## src/rtl/seg7_scan_driver_pkg.sv

```systemverilog
// seg7_pkg: shared types and constants for the three-digit seven-segment
// scan driver.
//   state_t     FSM states for load / convert / commit sequencing
//   SEG_BLANK   segment pattern of a blanked digit (before polarity)
//   IDX_W       width of the scanned digit index (0..2)
//   hex_to_seg  nibble -> {g,f,e,d,c,b,a}, active-high
package seg7_pkg;

   typedef enum logic [1:0] {
      ST_IDLE    = 2'd0,
      ST_CONVERT = 2'd1,
      ST_COMMIT  = 2'd2
   } state_t;

   localparam logic [6:0] SEG_BLANK = 7'h00;
   localparam int         IDX_W     = 2;

   function automatic logic [6:0] hex_to_seg(input logic [3:0] nib);
      logic [6:0] s;
      case (nib)
         4'h0: s = 7'h3F;
         4'h1: s = 7'h06;
         4'h2: s = 7'h5B;
         4'h3: s = 7'h4F;
         4'h4: s = 7'h66;
         4'h5: s = 7'h6D;
         4'h6: s = 7'h7D;
         4'h7: s = 7'h07;
         4'h8: s = 7'h7F;
         4'h9: s = 7'h6F;
         4'hA: s = 7'h77;
         4'hB: s = 7'h7C;
         4'hC: s = 7'h39;
         4'hD: s = 7'h5E;
         4'hE: s = 7'h79;
         default: s = 7'h71;
      endcase
      return s;
   endfunction

endpackage

```

## src/rtl/seg7_scan_driver_if.sv

```systemverilog
// seg7_scan_driver_if: load handshake between the result source and the
// display driver.
//   load      single-cycle capture strobe (source -> driver)
//   value     8-bit unsigned number to show
//   dec_mode  0 = two hex digits, 1 = up to three decimal digits
//   busy      driver is converting/committing; load is dropped while high
interface seg7_scan_driver_if;
   logic       load;
   logic [7:0] value;
   logic       dec_mode;
   logic       busy;

   modport master (output load, output value, output dec_mode, input busy);
   modport slave  (input load, input value, input dec_mode, output busy);
endinterface

```

## src/rtl/seg7_scan_driver_bin2bcd_serial.sv

```systemverilog
// bin2bcd_serial: 8-bit binary to 12-bit BCD by serial double-dabble.
//   clk, reset  rising-edge clock, synchronous active-high reset
//   start       capture bin and begin; ignored while a conversion runs
//   bin         binary input, sampled on start
//   done        high during the eighth (final) shift cycle
//   bcd         {hundreds, tens, ones}; valid from the cycle after done
// One input bit is consumed per cycle, MSB first, exactly 8 cycles.
module bin2bcd_serial (
   input  logic        clk,
   input  logic        reset,
   input  logic        start,
   input  logic [7:0]  bin,
   output logic        done,
   output logic [11:0] bcd
);

   logic [7:0] shreg;
   logic [2:0] cnt;
   logic       run;

   // Add-3 on any BCD digit >= 5, then shift the next binary bit in.
   // Hundreds never exceeds 2, so the bit shifted out of [11] is always 0.
   function automatic logic [11:0] dd_step(input logic [11:0] b, input logic in);
      logic [11:0] t;
      t = b;
      for (int i = 0; i < 3; i++) begin
         if (t[i*4 +: 4] >= 4'd5)
            t[i*4 +: 4] = t[i*4 +: 4] + 4'd3;
      end
      return {t[10:0], in};
   endfunction

   assign done = run && (cnt == 3'd7);

   always_ff @(posedge clk) begin
      if (reset) begin
         shreg <= '0;
         cnt   <= '0;
         run   <= 1'b0;
         bcd   <= '0;
      end else if (run) begin
         bcd   <= dd_step(bcd, shreg[7]);
         shreg <= {shreg[6:0], 1'b0};
         cnt   <= cnt + 3'd1;
         if (cnt == 3'd7)
            run <= 1'b0;
      end else if (start) begin
         shreg <= bin;
         cnt   <= '0;
         run   <= 1'b1;
         bcd   <= '0;
      end
   end

endmodule

```

## src/rtl/seg7_scan_driver.sv

```systemverilog
// seg7_scan_driver: captures an 8-bit result, converts it to hex or
// unsigned-decimal digits and scans a three-digit multiplexed seven-segment
// display with leading-zero blanking.
//   REFRESH_DIV   cycles each digit is held (>= 2)
//   COMMON_ANODE  1 inverts seg and dig (active-low pins)
//   clk, reset    rising-edge clock, synchronous active-high reset
//   host          load/value/dec_mode in, busy out
//   seg           {g,f,e,d,c,b,a}, registered
//   dig           one-hot digit enable, registered: [0]=ones, [1]=tens, [2]=hundreds
module seg7_scan_driver
   import seg7_pkg::*;
#(
   parameter logic [23:0] REFRESH_DIV  = 24'd10_000,
   parameter bit          COMMON_ANODE = 1'b0
) (
   input  logic              clk,
   input  logic              reset,
   seg7_scan_driver_if.slave host,
   output logic [6:0]        seg,
   output logic [2:0]        dig
);

   localparam logic [23:0] SCAN_LAST = REFRESH_DIV - 24'd1;
   localparam logic [6:0]  SEG_POL   = COMMON_ANODE ? 7'h7F : 7'h00;
   localparam logic [2:0]  DIG_POL   = COMMON_ANODE ? 3'h7  : 3'h0;

   // ---------------------------------------------------------------- FSM
   state_t state, state_nxt;
   logic   accept, start, commit, conv_done;

   always_ff @(posedge clk) begin
      if (reset) state <= ST_IDLE;
      else       state <= state_nxt;
   end

   always_comb begin
      state_nxt = state;
      case (state)
         ST_IDLE:    if (host.load) state_nxt = host.dec_mode ? ST_CONVERT : ST_COMMIT;
         ST_CONVERT: if (conv_done) state_nxt = ST_COMMIT;
         ST_COMMIT:  state_nxt = ST_IDLE;
         default:    state_nxt = ST_IDLE;
      endcase
   end

   always_comb begin
      host.busy = (state != ST_IDLE);
      accept    = (state == ST_IDLE) && host.load;
      start     = accept && host.dec_mode;
      commit    = (state == ST_COMMIT);
   end

   // ------------------------------------------------------ capture/convert
   logic [7:0]  val_q;
   logic        dec_q;
   logic [11:0] bcd;

   always_ff @(posedge clk) begin
      if (reset) begin
         val_q <= '0;
         dec_q <= 1'b1;
      end else if (accept) begin
         val_q <= host.value;
         dec_q <= host.dec_mode;
      end
   end

   // The converter samples value directly on start, in step with val_q.
   bin2bcd_serial u_bcd (
      .clk   (clk),
      .reset (reset),
      .start (start),
      .bin   (host.value),
      .done  (conv_done),
      .bcd   (bcd)
   );

   // ---------------------------------------------------- display registers
   // Index [2] = hundreds, [1] = tens / high nibble, [0] = ones / low nibble.
   logic [2:0][3:0] disp_q, new_d, disp_sel;
   logic [2:0]      blank_q, new_blank, blank_sel;

   always_comb begin
      if (dec_q) begin
         new_d        = bcd;
         new_blank[2] = (bcd[11:8] == 4'd0);
         new_blank[1] = (bcd[11:8] == 4'd0) && (bcd[7:4] == 4'd0);
         new_blank[0] = 1'b0;
      end else begin
         new_d     = {4'h0, val_q[7:4], val_q[3:0]};
         new_blank = 3'b100;
      end
   end

   always_ff @(posedge clk) begin
      if (reset) begin
         disp_q  <= '0;
         blank_q <= 3'b110;
      end else if (commit) begin
         disp_q  <= new_d;
         blank_q <= new_blank;
      end
   end

   // Output registers are fed from the post-commit view so the new digits
   // appear on seg the cycle after COMMIT, all positions together.
   assign disp_sel  = commit ? new_d     : disp_q;
   assign blank_sel = commit ? new_blank : blank_q;

   // ------------------------------------------------------------- scanning
   logic [23:0]      scan_cnt;
   logic [IDX_W-1:0] idx, idx_nxt;
   logic             wrap;

   assign wrap = (scan_cnt == SCAN_LAST);

   always_comb begin
      idx_nxt = idx;
      if (wrap)
         idx_nxt = (idx == 2'd2) ? 2'd0 : idx + 2'd1;
   end

   always_ff @(posedge clk) begin
      if (reset) begin
         scan_cnt <= '0;
         idx      <= '0;
      end else begin
         scan_cnt <= wrap ? 24'd0 : scan_cnt + 24'd1;
         idx      <= idx_nxt;
      end
   end

   // ------------------------------------------------------------- outputs
   logic [3:0] cur_d;
   logic       cur_blank;
   logic [6:0] seg_raw;
   logic [2:0] dig_raw;

   always_comb begin
      case (idx_nxt)
         2'd1: begin cur_d = disp_sel[1]; cur_blank = blank_sel[1]; dig_raw = 3'b010; end
         2'd2: begin cur_d = disp_sel[2]; cur_blank = blank_sel[2]; dig_raw = 3'b100; end
         default: begin cur_d = disp_sel[0]; cur_blank = blank_sel[0]; dig_raw = 3'b001; end
      endcase
      seg_raw = cur_blank ? SEG_BLANK : hex_to_seg(cur_d);
   end

   always_ff @(posedge clk) begin
      if (reset) begin
         seg <= hex_to_seg(4'h0) ^ SEG_POL;
         dig <= 3'b001 ^ DIG_POL;
      end else begin
         seg <= seg_raw ^ SEG_POL;
         dig <= dig_raw ^ DIG_POL;
      end
   end

endmodule

```

## src/flat_wrapper.sv

```systemverilog
// flat-port wrapper written by rule: the top's interface ports become plain ports
module seg7_scan_driver_flat import seg7_pkg::*;
#(
   parameter logic [23:0] REFRESH_DIV  = 24'd10_000,
   parameter bit          COMMON_ANODE = 1'b0
)
  (clk, reset, seg, dig, host_load, host_value, host_dec_mode, host_busy);
  seg7_scan_driver_if host_i ();
  input  logic clk;
  input  logic reset;
  output logic [6:0] seg;
  output logic [2:0] dig;
  input wire logic [$bits(host_i.load)-1:0] host_load;
  input wire logic [$bits(host_i.value)-1:0] host_value;
  input wire logic [$bits(host_i.dec_mode)-1:0] host_dec_mode;
  output wire logic [$bits(host_i.busy)-1:0] host_busy;
  assign host_i.load = host_load;
  assign host_i.value = host_value;
  assign host_i.dec_mode = host_dec_mode;
  assign host_busy = host_i.busy;
  seg7_scan_driver #(.REFRESH_DIV(REFRESH_DIV), .COMMON_ANODE(COMMON_ANODE)) u_core (.clk(clk), .reset(reset), .host(host_i), .seg(seg), .dig(dig));
endmodule
```

## config.mk

```make
export PLATFORM = sky130hd
export DESIGN_NAME = seg7_scan_driver_flat
export DESIGN_NICKNAME = d
export VERILOG_FILES = /design/src/rtl/seg7_scan_driver_pkg.sv /design/src/rtl/seg7_scan_driver_if.sv /design/src/rtl/seg7_scan_driver_bin2bcd_serial.sv /design/src/rtl/seg7_scan_driver.sv /design/src/flat_wrapper.sv
export SDC_FILE = /design/constraint.sdc
export NUM_CORES = 1
export LEC_CHECK = 0
export ABC_CLOCK_PERIOD_IN_PS = 3700
export CAP_MARGIN = 20
export CORE_MARGIN = 5
export CORE_UTILIZATION = 28
export DETAILED_ROUTE_END_ITERATION = 6
export MAX_ROUTING_LAYER = met4
export PLACE_DENSITY_LB_ADDON = 0.05
export SLEW_MARGIN = 15
export SYNTH_ARGS = -nofsm -noshare
export SYNTH_HDL_FRONTEND = slang
export SYNTH_SLANG_ARGS = --single-unit
```

## constraint.sdc

```tcl
create_clock -name clk -period 3.7 [get_ports clk]
set_clock_uncertainty 0.2 [all_clocks]
set_input_delay 1.11 -clock clk [delete_from_list [all_inputs] [get_ports clk]]
set_output_delay 1.11 -clock clk [all_outputs]
set_load 0.05 [all_outputs]
```

Word level (Yosys, flattened, before mapping)
Memory sizes are Yosys's and may differ from the RTL's.
Index checks and enable logic that the tools add are counted.
{ "word_totals": {"reg_bits": 86, "latchBits": 0, "mem_bits_rw": 0, "rom_bits": 112, "in_bits": 12, "output_inout_bits": 11, "elab_cells": 75, "mem_count": 1} }
{ "op_classes": {"add_sub_neg": 6, "mul": 0, "div": 0, "n_lt_le_gt_ge": 3, "n_eq_ne": 9, "shifts": 0, "n_mux": 26, "bitwise_logic": 0, "n_reduce_logical": 13} }
{ "mem_list": {"columns": ["memory", "depth", "width", "rd", "rd_clocked_by_memory_dff", "write_ports", "line_no", "text"], "rows": [
  ["(name not given)", 16, 7, 1, 0, 0, "seg7_scan_driver_pkg.sv:20", "case (nib)"]
]} }
{ "op_table": {"columns": ["cell", "n"], "rows": [
  ["$mux 12", 4],
  ["$add 24x1->24 const B", 1],
  ["$eq 24x14->1 const B", 1],
  ["$mux 8", 2],
  ["$mux 3", 5],
  ["$ge 4x3->1 const B", 3],
  ["$mux 2", 5],
  ["$add 4x2->4 const B", 2],
  ["$logic_not 4->1", 2],
  ["$mux 4", 2],
  ["$pmux 4 s2", 1],
  ["$eq 2x2->1 const B", 3],
  ["$mux 6", 1],
  ["$pmux 3 s2", 1],
  ["$reduce_or 2->1", 3],
  ["$eq 2x1->1 const B", 2],
  ["$logic_and 1x1->1", 4],
  ["$pmux 2 s2", 1],
  ["$reduce_bool 2->1", 2],
  ["$add 3x1->3 const B", 1],
  ["$add 3x2->3 const B", 1],
  ["$eq 3x3->1 const B", 1],
  ["$mux 1", 3],
  ["$add 2x1->2 const B", 1],
  ["other kinds (5)", 5]
]} }

Depth between registers and ports, before layout
Gate-level depths: netlist of run 1.
An unclocked memory read counts as a cell.
{ "depth": {"ltp_word": 7, "depth_mapped": 15, "ltp_nobuf": 15} }

Hierarchy
From an unflattened synthesis of run 1, not the netlist that was laid out.
{ "unflattened": {"cells_unflattened": 481, "area_unflattened_um2": 4165.2} }
{ "by_module_without_submodules": {"columns": ["mod", "n_inst", "cells_per_inst", "area_per_inst_um2", "seq_area_each_um2"], "rows": [
  ["seg7_scan_driver", 1, 338, 2935.3, 1241.2],
  ["bin2bcd_serial", 1, 143, 1229.9, 480.5]
]} }

Worst setup path after synthesis of run 1
Ideal clock, no wire load.
{ "synth_timing": {"path_type": "reg-to-reg", "start": "register u_core.scan_cnt[0]", "end": "register u_core.seg[3]", "setup_ps": 122, "t_arrival_ps": 3695, "required_ps": 3378, "slack_ps": -317, "path_stages_with_launch": 14, "path_buffers": 1, "synth_period_minus_slack_ps": 4017, "cell_sequence": "dfxtp_1 ha_1 nand3_1 or4_1 nor3_1 mux2i_1 inv_1 ha_1 buf_1 nand2_1 o21ai_1 ha_1 or3_1 a221o_1"} }
{ "synth_between": {"elab_chain_cells": 6, "elab_cells_between_ends": 8, "cone_classes": "eq/ne (3); mux (4); memory (1)"} }
{ "synth_rtl": {"columns": ["item", "line_no", "text"], "rows": [
  ["start: declaration", "seg7_scan_driver.sv:111", "logic [23:0] scan_cnt;"],
  ["start signal: assignment", "seg7_scan_driver.sv:128", "scan_cnt <= wrap ? 24'd0 : scan_cnt + 24'd1;"],
  ["$eq 24x14->1 (*)", "seg7_scan_driver.sv:115", "assign wrap = (scan_cnt == SCAN_LAST);"],
  ["$mux 2 (*)", "seg7_scan_driver.sv:119", "if (wrap)"],
  ["net u_core.idx_nxt[1]", "seg7_scan_driver.sv:112", "logic [IDX_W-1:0] idx, idx_nxt;"],
  ["$eq 2x2->1 / $eq 2x1->1 (equally long branches)", "seg7_scan_driver.sv:140", "case (idx_nxt)"],
  ["$pmux 4 s2", "seg7_scan_driver.sv:140", null],
  ["$mem_v2 16x7", null, null],
  ["$mux 6 (*)", "seg7_scan_driver.sv:145", "seg_raw = cur_blank ? SEG_BLANK : hex_to_seg(cur_d);"],
  ["end signal: assignment", "seg7_scan_driver.sv:150", "seg <= hex_to_seg(4'h0) ^ SEG_POL;"],
  ["end signal: assignment", "seg7_scan_driver.sv:153", "seg <= seg_raw ^ SEG_POL;"],
  ["end: declaration", "seg7_scan_driver.sv:19", "output logic [6:0] seg,"]
]} }
Mark *: on every way through the listed nets, which the timed path passes. The rest lies on a longest branch.
A chain may end at the register's enable or synchronous reset.

Final worst setup path of run 1
Same ends and word-level chain as after synthesis.

==> flow_summary.json, run 1 <==
{
  "status": "completed",
  "netlist_area_sq_mm": 0.00413,
  "cp.arrival_ps": 3580,
  "rr_worst_depth": 13,
  "drc_errors": 0,
  "vias": 3430,
  "grt_usage": 0.118,
  "cts_tree": "yes",
  "nNetsFinal": 566,
  "gp_congestion": 0.791,
  "leakage_nw": 2.01,
  "cap_violations": 0,
  "hpwl_um": 6960,
  "worst_slew_pin_slew_ps": 604,
  "rows": 44,
  "n_antenna_cell": 0,
  "yosysWarnings": 0,
  "syn_avg_cell_area_sq_um": 8.42,
  "finalHoldViolations": 0,
  "wl_um": 9860,
  "final_cells": 723,
  "regArea_sq_mm": 0.00172,
  "peakVddDrop_v": 0.000201,
  "pwr_density_cell_mw_per_mm2": 424,
  "r2r_start": "u_core.scan_cnt[0]",
  "cts.sinks": 86,
  "nFillCells": 1549,
  "synth_edf_count": 0,
  "worstPathMaxFanout": 4,
  "final_cell_mix": "dfxtp_1 (84), nor2_1 (68), nand2_1 (52)",
  "io_pins": 23,
  "firstDrtPassIters": 4,
  "grt_start_max_net_pins": 35,
  "setup_violations": 0,
  "die_area_sq_mm": 0.0173,
  "drive_gt1_frac": 0.150,
  "slew_headroom": 0.593,
  "max-clock-path-buffers": 2,
  "critPathCaptureType": "register",
  "post-route-util": 0.357,
  "cts_root_buf": "clkbuf_16",
  "syn_nets": 522,
  "drtIter0Drc": 157,
  "placed_cells": 705,
  "start_util": 0.284,
  "critPathKind": "register to register",
  "regToRegSetupSlack_ps": 150,
  "numCtsBuffers": 9,
  "htree_levels": 3,
  "wl_per_cell_um": 13.6,
  "hold_class": "register to register",
  "cts.clk_slew.worst_paths_ps": 60,
  "grt_pass1_vias": 3249,
  "slew_viol_final": 0,
  "timing.rr.end": "u_core.seg[3]",
  "grt_overflow": 0,
  "synth.distinct_cells": 57,
  "cp-endpoint": "u_core.seg[3]",
  "antenna_found_initial": 0,
  "coreArea_sq_mm": 0.0145,
  "fmax_mhz": 282,
  "via_per_inst": 4.74,
  "synth_top_area_frac": 0.416,
  "cp.required_ps": 3730,
  "synth.largest_area_cell": "dfxtp_1",
  "rsz0062_at_grt": "yes",
  "fp.dieW_um": 132,
  "synth-seq-cells": 86,
  "grt_pass1_wl_um": 16400,
  "synthArstFlopShare": 0,
  "multiInputGateArea_sq_mm": 0.00233,
  "timing.final.crit_share": 0.959,
  "fin_crit_ps": 3550,
  "netlist_top_cells_area": "dfxtp_1 (42%), nor2_1 (6.2%), ha_1 (5.8%)",
  "syn-instance-count": 491,
  "insertion_delay_ps": 340,
  "die_h_um": 132,
  "ys_seq_area_frac": 0.416,
  "final_common_cell": "dfxtp_1",
  "start_kind": "register",
  "area_growth_syn_to_layout_pct": 25.4,
  "io_buffers": 22,
  "ant_nets": 0,
  "crit_start": "u_core.scan_cnt[0]",
  "synth_ff_type": "dfxtp_1"
}
[synthesized netlist by cell type, drive strengths merged (6+ instances only)]
library cell / number
ha: 19
a31oi: 6
a21oi: 43
and3: 12
nor3: 12
dfxtp: 86
mux2i: 14
nand2: 54
xnor2: 9
clkbuf: 14
nand3: 19
nor2b: 6
buf: 11
inv: 19
nor2: 68
xor2: 15
o21ai: 15
[kinds of logic after synthesis]
| kind of cell | share of synthesized area |
|---|---|
| adder cells (fa/ha/maj) | 0.0575 |
| buffers and inverters | 0.0475 |
| XOR/XNOR | 0.0508 |
| AND/OR/NAND/NOR | 0.239 |
| multiplexers | 0.0451 |
| AO/OA/AOI/OAI | 0.144 |
| flip-flops | 0.416 |
[worst min path at each step]
stage / startpoint / to / slack (ps) / depth (start not counted)
floorplan: u_core.scan_cnt[0] / u_core.scan_cnt[0] / 230 / 1
global placement: u_core.val_q[5] / u_core.val_q[5] / 250 / 2
detailed placement: u_core.val_q[4] / u_core.val_q[4] / 260 / 2
CTS: u_core.val_q[5] / u_core.val_q[5] / 260 / 2
global route: u_core.val_q[7] / u_core.val_q[7] / 280 / 2
finish: u_core.val_q[4] / u_core.val_q[4] / 260 / 2
[critical path, stage by stage, from the launching register on]
cell	delay (ps)
dfxtp_2	350
ha_4	150
nand3_4	60
or4_4	430
nor3_4	300
mux2i_4	310
inv_1	70
ha_2	190
inv_2	80
o22ai_2	90
o21ai_2	250
ha_4	240
or3_4	350
a221o_1	340
[final cells by class]
cell class / count / share of cell area
clock inverters: 4 / 0.0183
inverters: 19 / 0.0138
flip-flops and latches: 86 / 0.333
clock buffers: 11 / 0.0468
well taps: 184 / 0.0444
multi-input cells: 361 / 0.449
repair buffers: 58 / 0.0951
[flip-flops by register name (all words and copies together), names as in the netlist, 2 cells and up]
| register | count |
|---|---|
| u_core.disp_q | 12 |
| u_core.u_bcd.shreg | 8 |
| u_core.u_bcd.cnt | 3 |
| u_core.idx | 2 |
| u_core.seg | 7 |
| u_core.scan_cnt | 24 |
| u_core.val_q | 8 |
| u_core.dig | 3 |
| u_core.state | 2 |
| u_core.blank_q | 3 |
| u_core.u_bcd.bcd | 12 |
[power by group]
group	leakage (nW)	internal [W]	switching [W]
registers	0.698	0.000951	0.0000202
logic	1.15	0.0000688	0.000111
clock network	0.166	0.000674	0.000374
total	2.01	0.00169	0.000505
[metal layers]
metal  vias up  GRT usage  wire length, um
li1       1787          -                -
met1      1586      0.164             5310
met2        42      0.163             4090
met3        15     0.0233              239
met4         0     0.0600              223
met5         -          -                0
[per-stage QoR]
step,cell area [sq um],hold WS [ps],setup slack [ps],TNS [ps],total power [W]
finish,5180,258,152,0,0.00220
global route,5180,281,-10.0,-10.0,0.00230
CTS,5060,264,18.6,0,0.00224
detailed placement,4720,255,-16.4,-16.4,0.00117
global placement,4720,252,47.9,0,0.00117
floorplan,4150,226,34.8,0,0.00111
[what timing repair did]
action / 4_1_cts / 5_1_grt
hold buffers: 0 / 0
pin swaps: 0 / 5
endpoints found under the setup margin: 1 / 7
resized for setup: 2 / 21
setup buffers: 0 / 3
endpoints found under the hold margin: 0 / 0
No activity file was read; power rests on OpenSTA's default activity.
==> run 2, diff against run 1 <==
==> constraint.sdc (replaced) <==
create_clock -name clk -period 3.7 [get_ports clk]
set_clock_uncertainty 0.2 [all_clocks]
set_input_delay 0.74 -clock clk [delete_from_list [all_inputs] [get_ports clk]]
set_output_delay 0.74 -clock clk [all_outputs]
set_load 0.005 [all_outputs]
==> flow_summary.json, run 2 (synthesized netlist as in run 1, its figures left out) <==
{
  "n_antenna_cell": 0,
  "drtIter0Drc": 164,
  "grt_usage": 0.121,
  "worstPathMaxFanout": 4,
  "slew_headroom": 0.458,
  "coreArea_sq_mm": 0.0145,
  "grt_pass1_wl_um": 16800,
  "rows": 44,
  "critPathKind": "register to register",
  "largest_reg_flops": 24,
  "cts_root_buf": "clkbuf_16",
  "wl_per_cell_um": 13.6,
  "crit_family": "simple AND/OR/NAND/NOR gates",
  "grt_overflow": 0,
  "cp.arrival_ps": 3630,
  "setup_violations": 0,
  "fp.dieW_um": 132,
  "vias": 3415,
  "top_regs": "u_core.scan_cnt x24, u_core.disp_q x12, u_core.u_bcd.bcd x12",
  "finalHoldViolations": 0,
  "final_common_cell": "dfxtp_1",
  "crit_chain": "ha_4, nand3_2, or4_4, nor3_4, buf_6, mux2i_4, buf_4, ha_4, buf_4, o21ai_4, ha_4, or3_1, a221o_1",
  "max_flop_register": "u_core.scan_cnt",
  "numCtsBuffers": 9,
  "max-clock-path-buffers": 2,
  "hpwl_um": 6900,
  "critPathMostFrequentCell": "ha_4",
  "grt_pass1_vias": 3303,
  "cap_violations": 0,
  "via_per_inst": 4.68,
  "die_area_sq_mm": 0.0173,
  "gp_congestion": 0.791,
  "fmax_mhz": 278,
  "leakage_nw": 2.02,
  "final_cell_mix": "dfxtp_1 (84), nor2_1 (68), nand2_1 (51)",
  "peakVddDrop_v": 0.000159,
  "antenna_found_initial": 0,
  "worst_slew_pin_slew_ps": 810,
  "crit_buf_inv": 3,
  "drc_errors": 0,
  "status": "completed",
  "cts_hold_buf": 0,
  "nNetsFinal": 572,
  "cts.sinks": 86,
  "grt_start_max_net_pins": 35,
  "wl_um": 9960,
  "cts_tree": "yes",
  "critPathCaptureType": "register",
  "timing.final.crit_share": 0.971,
  "holdWs_ps": 258,
  "slowest_stage": "or4_4",
  "firstDrtPassIters": 4,
  "fin_crit_ps": 3590,
  "slew_viol_final": 0,
  "drive_gt1_frac": 0.170,
  "insertion_delay_ps": 350,
  "io_pins": 23,
  "io_buffers": 22,
  "cp.required_ps": 3730,
  "start_kind": "register",
  "start_util": 0.284,
  "cts.clk_slew.worst_paths_ps": 60,
  "die_h_um": 132,
  "slowest_delay_ps": 440,
  "htree_levels": 3,
  "pwr_density_cell_mw_per_mm2": 389,
  "fin_tns_setup_ps": 0,
  "hold_class": "register to register",
  "ant_nets": 0,
  "area_growth_syn_to_layout_pct": 26.1
}
run 2: final timing paths:
path | startpoint | end | slack (ps) | depth (start not counted)
worst max-delay path | u_core.scan_cnt[0] | u_core.seg[3] | 110 | 13
worst min-delay path | u_core.val_q[0] | u_core.val_q[0] | 260 | 2
worst max register to register | u_core.scan_cnt[0] | u_core.seg[3] | 110 | 13
worst min register to register | u_core.val_q[0] | u_core.val_q[0] | 260 | 2
run 2: final cells by class:
class                           instances  area (sq um)
Timing Repair Buffer                   64           538
Inverter                               19          71.3
Tap cell                              184           230
Sequential cell                        86          1720
Clock inverter                          6          62.6
Clock buffer                           10           229
Fill cell                            1565          9320
Multi-Input combinational cell        361          2360
run 2: per-layer routing:
metal	part of all wire	GRT usage	vias to the layer above
met5	0	-	-
met2	0.44	0.172	37
met1	0.53	0.168	1566
met3	0.022	0.0226	10
met4	0.013	0.0509	0
li1	-	-	1802
run 2: worst register-to-register path: cells and delay by family (launching register included):
family	cells	cell delay (ps)
muxes	1	240
and+or+nand+nor	4	1140
buffers and inverters	3	440
DFF	1	360
adders and majority gates	3	590
AOI/OAI and AO/OA	2	530
run 2: repair_timing:
item                                    in CTS  in global routing
buffers inserted                             0                 12
gates resized for setup                      3                 26
pin swaps                                    0                  5
endpoints found under the setup margin       2                  7
run 2: power by group:
part / total, W / switching (W) / leakage [nW] / internal (W)
clock: 0.000901 / 0.000380 / 0.134 / 0.000521
combinational: 0.000160 / 0.0000941 / 1.19 / 0.0000659
sequential: 0.000969 / 0.0000177 / 0.698 / 0.000951
run 2: through the flow:
step | setup WS (ps) | utilization | cells | power, W | cell area (sq um)
after floorplan | 34.8 | - | 491 | 0.00109 | 4150
after global placement | 40.2 | 0.323 | 702 | 0.00115 | 4690
after detailed placement | -28.4 | 0.323 | 702 | 0.00115 | 4690
after CTS | 14.0 | 0.344 | 718 | 0.00206 | 5000
after global routing | -9.38 | 0.359 | 730 | 0.00213 | 5210
final | 109 | 0.359 | 730 | 0.00203 | 5210
==> patch 1: new RTL, settings of run 1 <==
Register the output `seg` once more, with the module's reset; this adds one clock of latency there. The other outputs are not delayed to match. Comments in the files are not updated.
--- a/src/rtl/seg7_scan_driver.sv
+++ b/src/rtl/seg7_scan_driver.sv
@@ -23,6 +23,8 @@
    localparam logic [23:0] SCAN_LAST = REFRESH_DIV - 24'd1;
    localparam logic [6:0]  SEG_POL   = COMMON_ANODE ? 7'h7F : 7'h00;
    localparam logic [2:0]  DIG_POL   = COMMON_ANODE ? 3'h7  : 3'h0;
+
+   logic [6:0] seg_s0;
 
    // ---------------------------------------------------------------- FSM
    state_t state, state_nxt;
@@ -147,11 +149,19 @@
 
    always_ff @(posedge clk) begin
       if (reset) begin
-         seg <= hex_to_seg(4'h0) ^ SEG_POL;
+         seg_s0 <= hex_to_seg(4'h0) ^ SEG_POL;
          dig <= 3'b001 ^ DIG_POL;
       end else begin
-         seg <= seg_raw ^ SEG_POL;
+         seg_s0 <= seg_raw ^ SEG_POL;
          dig <= dig_raw ^ DIG_POL;
+      end
+   end
+
+   always_ff @(posedge clk) begin
+      if (reset) begin
+         seg <= '0;
+      end else begin
+         seg <= seg_s0;
       end
    end
 
Function: changed (Yosys sat finds a counterexample within 4 cycles, from zero or initial values and one cycle with reset high).
==> patch 1 against run 1 <==
- design area is 2.7% lower
- final cell count is 0.69% lower
- synthesized area is 4.8% higher
- sequential cell count is 7 higher
- sequential power is 8% higher
- power is 2.4% lower
- maximum frequency is 4.2% higher
- setup slack better by 140 ps
- wire length is 2.0% higher
- via count is 0.61% lower
- critical endpoint is now u_core.seg_s0[2]
- largest power group is now sequential cells
- highest routed layer unchanged
==> patch 1: results (changes against run 1) <==
Iteration-0 DRC count of the detailed router: 193 (+23%)
Vias: 3409 (-0.61%)
First-pass GRT wire length: 17.3 mm (+5.4%)
Detail Placement HPWL: 7.13 mm (+2.4%)
Pre-CTS WS: 171 ps (+187 ps)
Placer congestion estimate: 0.746 (-5.7%)
Peak VDD IR: 198 uV (-1.7%)
Net count after synthesis: 539 (+3.3%)
Largest cells by area after synthesis: dfxtp_1 43%, nor2_1 6.1%, ha_1 5.5%
Placed Area: 4740 um2 (+0.48%)
Netlist cell types: 54 (-5.3%)
R2R setup slack: 300 ps (+140 ps)
Drt total wl: 10.1 mm (+2.0%)
R2R cell count: 15 (+2)
Most frequent cells after synthesis: 93 x dfxtp_1, 71 x nor2_1, 54 x nand2_1
Dpl cells: 704 (-0.14%)
Outcome: complete, no violations
Ratio of cells with drive above 1 in the final layout: 7.92% (-7.1 points)
Worst R2R Start: u_core.scan_cnt[1]
Slowest CP cell: or3_1
Gr usage total: 12.2% (+0.38 points)
Hold path start: u_core.scan_cnt[0]
Nets: 558 (-1.4%)
Hold EP: u_core.scan_cnt[0]
Post_cts resized: 0 (-2)
Post-Syn Instances: 508 (+3.5%)
Hold Crit Depth: 1 (-1)
WP data arrival: 3440 ps (-140 ps)
[patch 1: kinds of logic (layout without fill, tap and decap cells)]
| kind of cell | count (synthesis) | count (layout) | synth area share [%] |
|---|---|---|---|
| simple gates | 216 | 216 | 24.0 |
| buf+inv | 44 | 66 | 4.73 |
| mux | 17 | 17 | 4.13 |
| xor+xnor | 25 | 25 | 5.05 |
| flops | 93 | 93 | 43.0 |
| compound gates | 94 | 94 | 13.7 |
| fa+ha+maj | 19 | 19 | 5.49 |
[patch 1: how the worst max path moves through the flow]
stage / from / to / slack (ps) / depth (start not counted)
6_report: u_core.scan_cnt[1] / u_core.seg_s0[2] / 300 / 15
5_1_grt: u_core.scan_cnt[1] / u_core.seg_s0[3] / 30 / 17
4_1_cts: u_core.scan_cnt[0] / u_core.seg_s0[3] / 170 / 12
3_5_place_dp: u_core.scan_cnt[0] / u_core.seg_s0[3] / 170 / 12
3_3_place_gp: u_core.scan_cnt[0] / u_core.seg_s0[3] / 240 / 17
2_1_floorplan: u_core.scan_cnt[0] / u_core.seg_s0[3] / 140 / 13
[patch 1: per-layer routing]
layer,up-vias,part of all wire [%],track usage (%)
met2,45,48,19.8
met3,15,3.2,3.04
met5,-,0,-
met1,1571,47,14.9
met4,0,1.7,4.24
li1,1778,-,-
[patch 1: area by class of cell]
type	count	area, um2	area share [%]
clock buffer	12	246	4.89
clock inverter	2	35.0	0.695
inverter	19	71.3	1.41
multi-input combinational	371	2290	45.5
sequential	93	1860	36.9
tap	188	235	4.66
timing repair buffer	33	298	5.90
[patch 1: power groups by stage]
stage	combinational, W	clock (W)	sequential, W
after floorplan	0.000118	0	0.00108
after global placement	0.000187	0	0.00107
after detailed placement	0.000186	0	0.00107
after CTS	0.000186	0.000964	0.00105
after global routing	0.000202	0.000993	0.00106
final	0.000182	0.000912	0.00105
==> patch 2: new RTL, config.mk and constraints of run 1 <==
Without the edit above. The package constant `IDX_W` goes from 2 to 1. Comments in the files are not updated.
--- a/src/rtl/seg7_scan_driver_pkg.sv
+++ b/src/rtl/seg7_scan_driver_pkg.sv
@@ -13,7 +13,7 @@
    } state_t;
 
    localparam logic [6:0] SEG_BLANK = 7'h00;
-   localparam int         IDX_W     = 2;
+   localparam int         IDX_W     = 1;
 
    function automatic logic [6:0] hex_to_seg(input logic [3:0] nib);
       logic [6:0] s;
Formal check against the unedited RTL: no difference found for any inputs over 10 cycles, from zero or initial values and one cycle with reset high; that may be too few to reach the edited logic, so the function may still have changed.
==> patch 2 against run 1 <==
- sequential share of layout area grew 1.1 points
- power shrank 13%
- largest power group unchanged
- critical path type unchanged
- utilization shrank 1.6 points
- synthesized area shrank 6.9%
- sequential cell count shrank 8
- wire length shrank 7.7%
- setup slack gained 130 ps
- die area shrank 6.4%
- design area shrank 12%
==> patch 2: results (changes against run 1) <==
WL/cell: 13.4 um (-1.6%)
Tmin final: 3420 ps (-133 ps)
Routed length on met1: 4.78 mm (-10%)
Clock sinks: 78 (-9.3%)
Clock tree cell share of total cell area: 6.80% (+0.28 points)
Hold EP: u_core.scan_cnt[0]
Clock buffer cells: 12 (+1)
Fillcell total: 1437 (-7.2%)
Crit path to: u_core.seg[5]
Post_cts resized: 0 (-2)
Synth Area in Compound Gates: 14.3% (-0.10 points)
GRT met2 Usage: 17.7% (+1.4 points)
Pre-CTS WS: 154 ps (+170 ps)
Yosys top cell area share: 40.6% (-1.1 points)
Peak VDD IR: 158 uV (-22%)
Met1 usage: 17.4% (+1.0 points)
Placer congestion estimate: 0.821 (+3.8%)
CP max FO: 7 (+3)
Sequential cell area share: 34.3% (+1.1 points)
Most frequent cells after synthesis: 82 x nor2_1, 78 x dfxtp_1, 56 x a21oi_1
Cell area after layout: 4550 um2 (-12%)
Ratio of cells with drive above 1 in the final layout: 8.17% (-6.9 points)
P_int: 0.00148 W (-13%)
R2R setup slack: 280 ps (+130 ps)
Buffers excl. clock: 33 (-43%)
WP data arrival: 3450 ps (-130 ps)
Iteration-0 DRC count of the detailed router: 264 (+68%)
Met2 WL post-DR: 3.90 mm (-4.8%)
Detail Placement HPWL: 6.38 mm (-8.3%)
Worst rel slew slack: 61.2% (+1.9 points)
Multi-In Gates: 357 (-1.1%)
CP peak stage delay: 560 ps (+130 ps)
Multiplexer share of the synthesized area: 4.49% (-0.022 points)
Netlist cell types: 58 (+1.8%)
Leakage: 1.68 nW (-16%)
Hold path start: u_core.scan_cnt[0]
Post-synthesis sequential area ratio: 40.6% (-1.1 points)
Area of the multi-input gates: 2090 um2 (-10%)
Vias in the first global route: 3111 (-4.2%)
Vias per cell: 4.69 (-1.2%)
Outcome: complete, no violations
Post-Synth XOR/XNOR Area: 5.24% (+0.15 points)
Signal buf overhead: 6.49% (-3.0 points)
patch 2: changes by cell type after synthesis, moves of 6 or more:
cell     before  now
and3_1       12    5
dfxtp_1      86   78
nor3_1       12    6
nor2_1       68   82
xor2_1       15    8
a21oi_1      43   56
xnor2_1       9   15
patch 2: through the flow:
| step | utilization [%] | hold WS, ps | total power [W] | std cells |
|---|---|---|---|---|
| 3_5_place_dp | 31.7 | 239 | 0.00102 | 663 |
| 3_3_place_gp | 31.7 | 233 | 0.00102 | 663 |
| 2_1_floorplan | - | 213 | 0.000974 | 480 |
| 5_1_grt | 34.1 | 278 | 0.00201 | 678 |
| 4_1_cts | 34.0 | 247 | 0.00196 | 678 |
| 6_report | 34.1 | 248 | 0.00192 | 678 |
patch 2: power groups by stage:
stage	logic, W	clock network, W	registers (W)
after floorplan	0.0000874	0	0.000886
after global placement	0.000124	0	0.000894
after detailed placement	0.000125	0	0.000894
after CTS	0.000125	0.000957	0.000875
after global routing	0.000138	0.000995	0.000877
final	0.000122	0.000920	0.000875
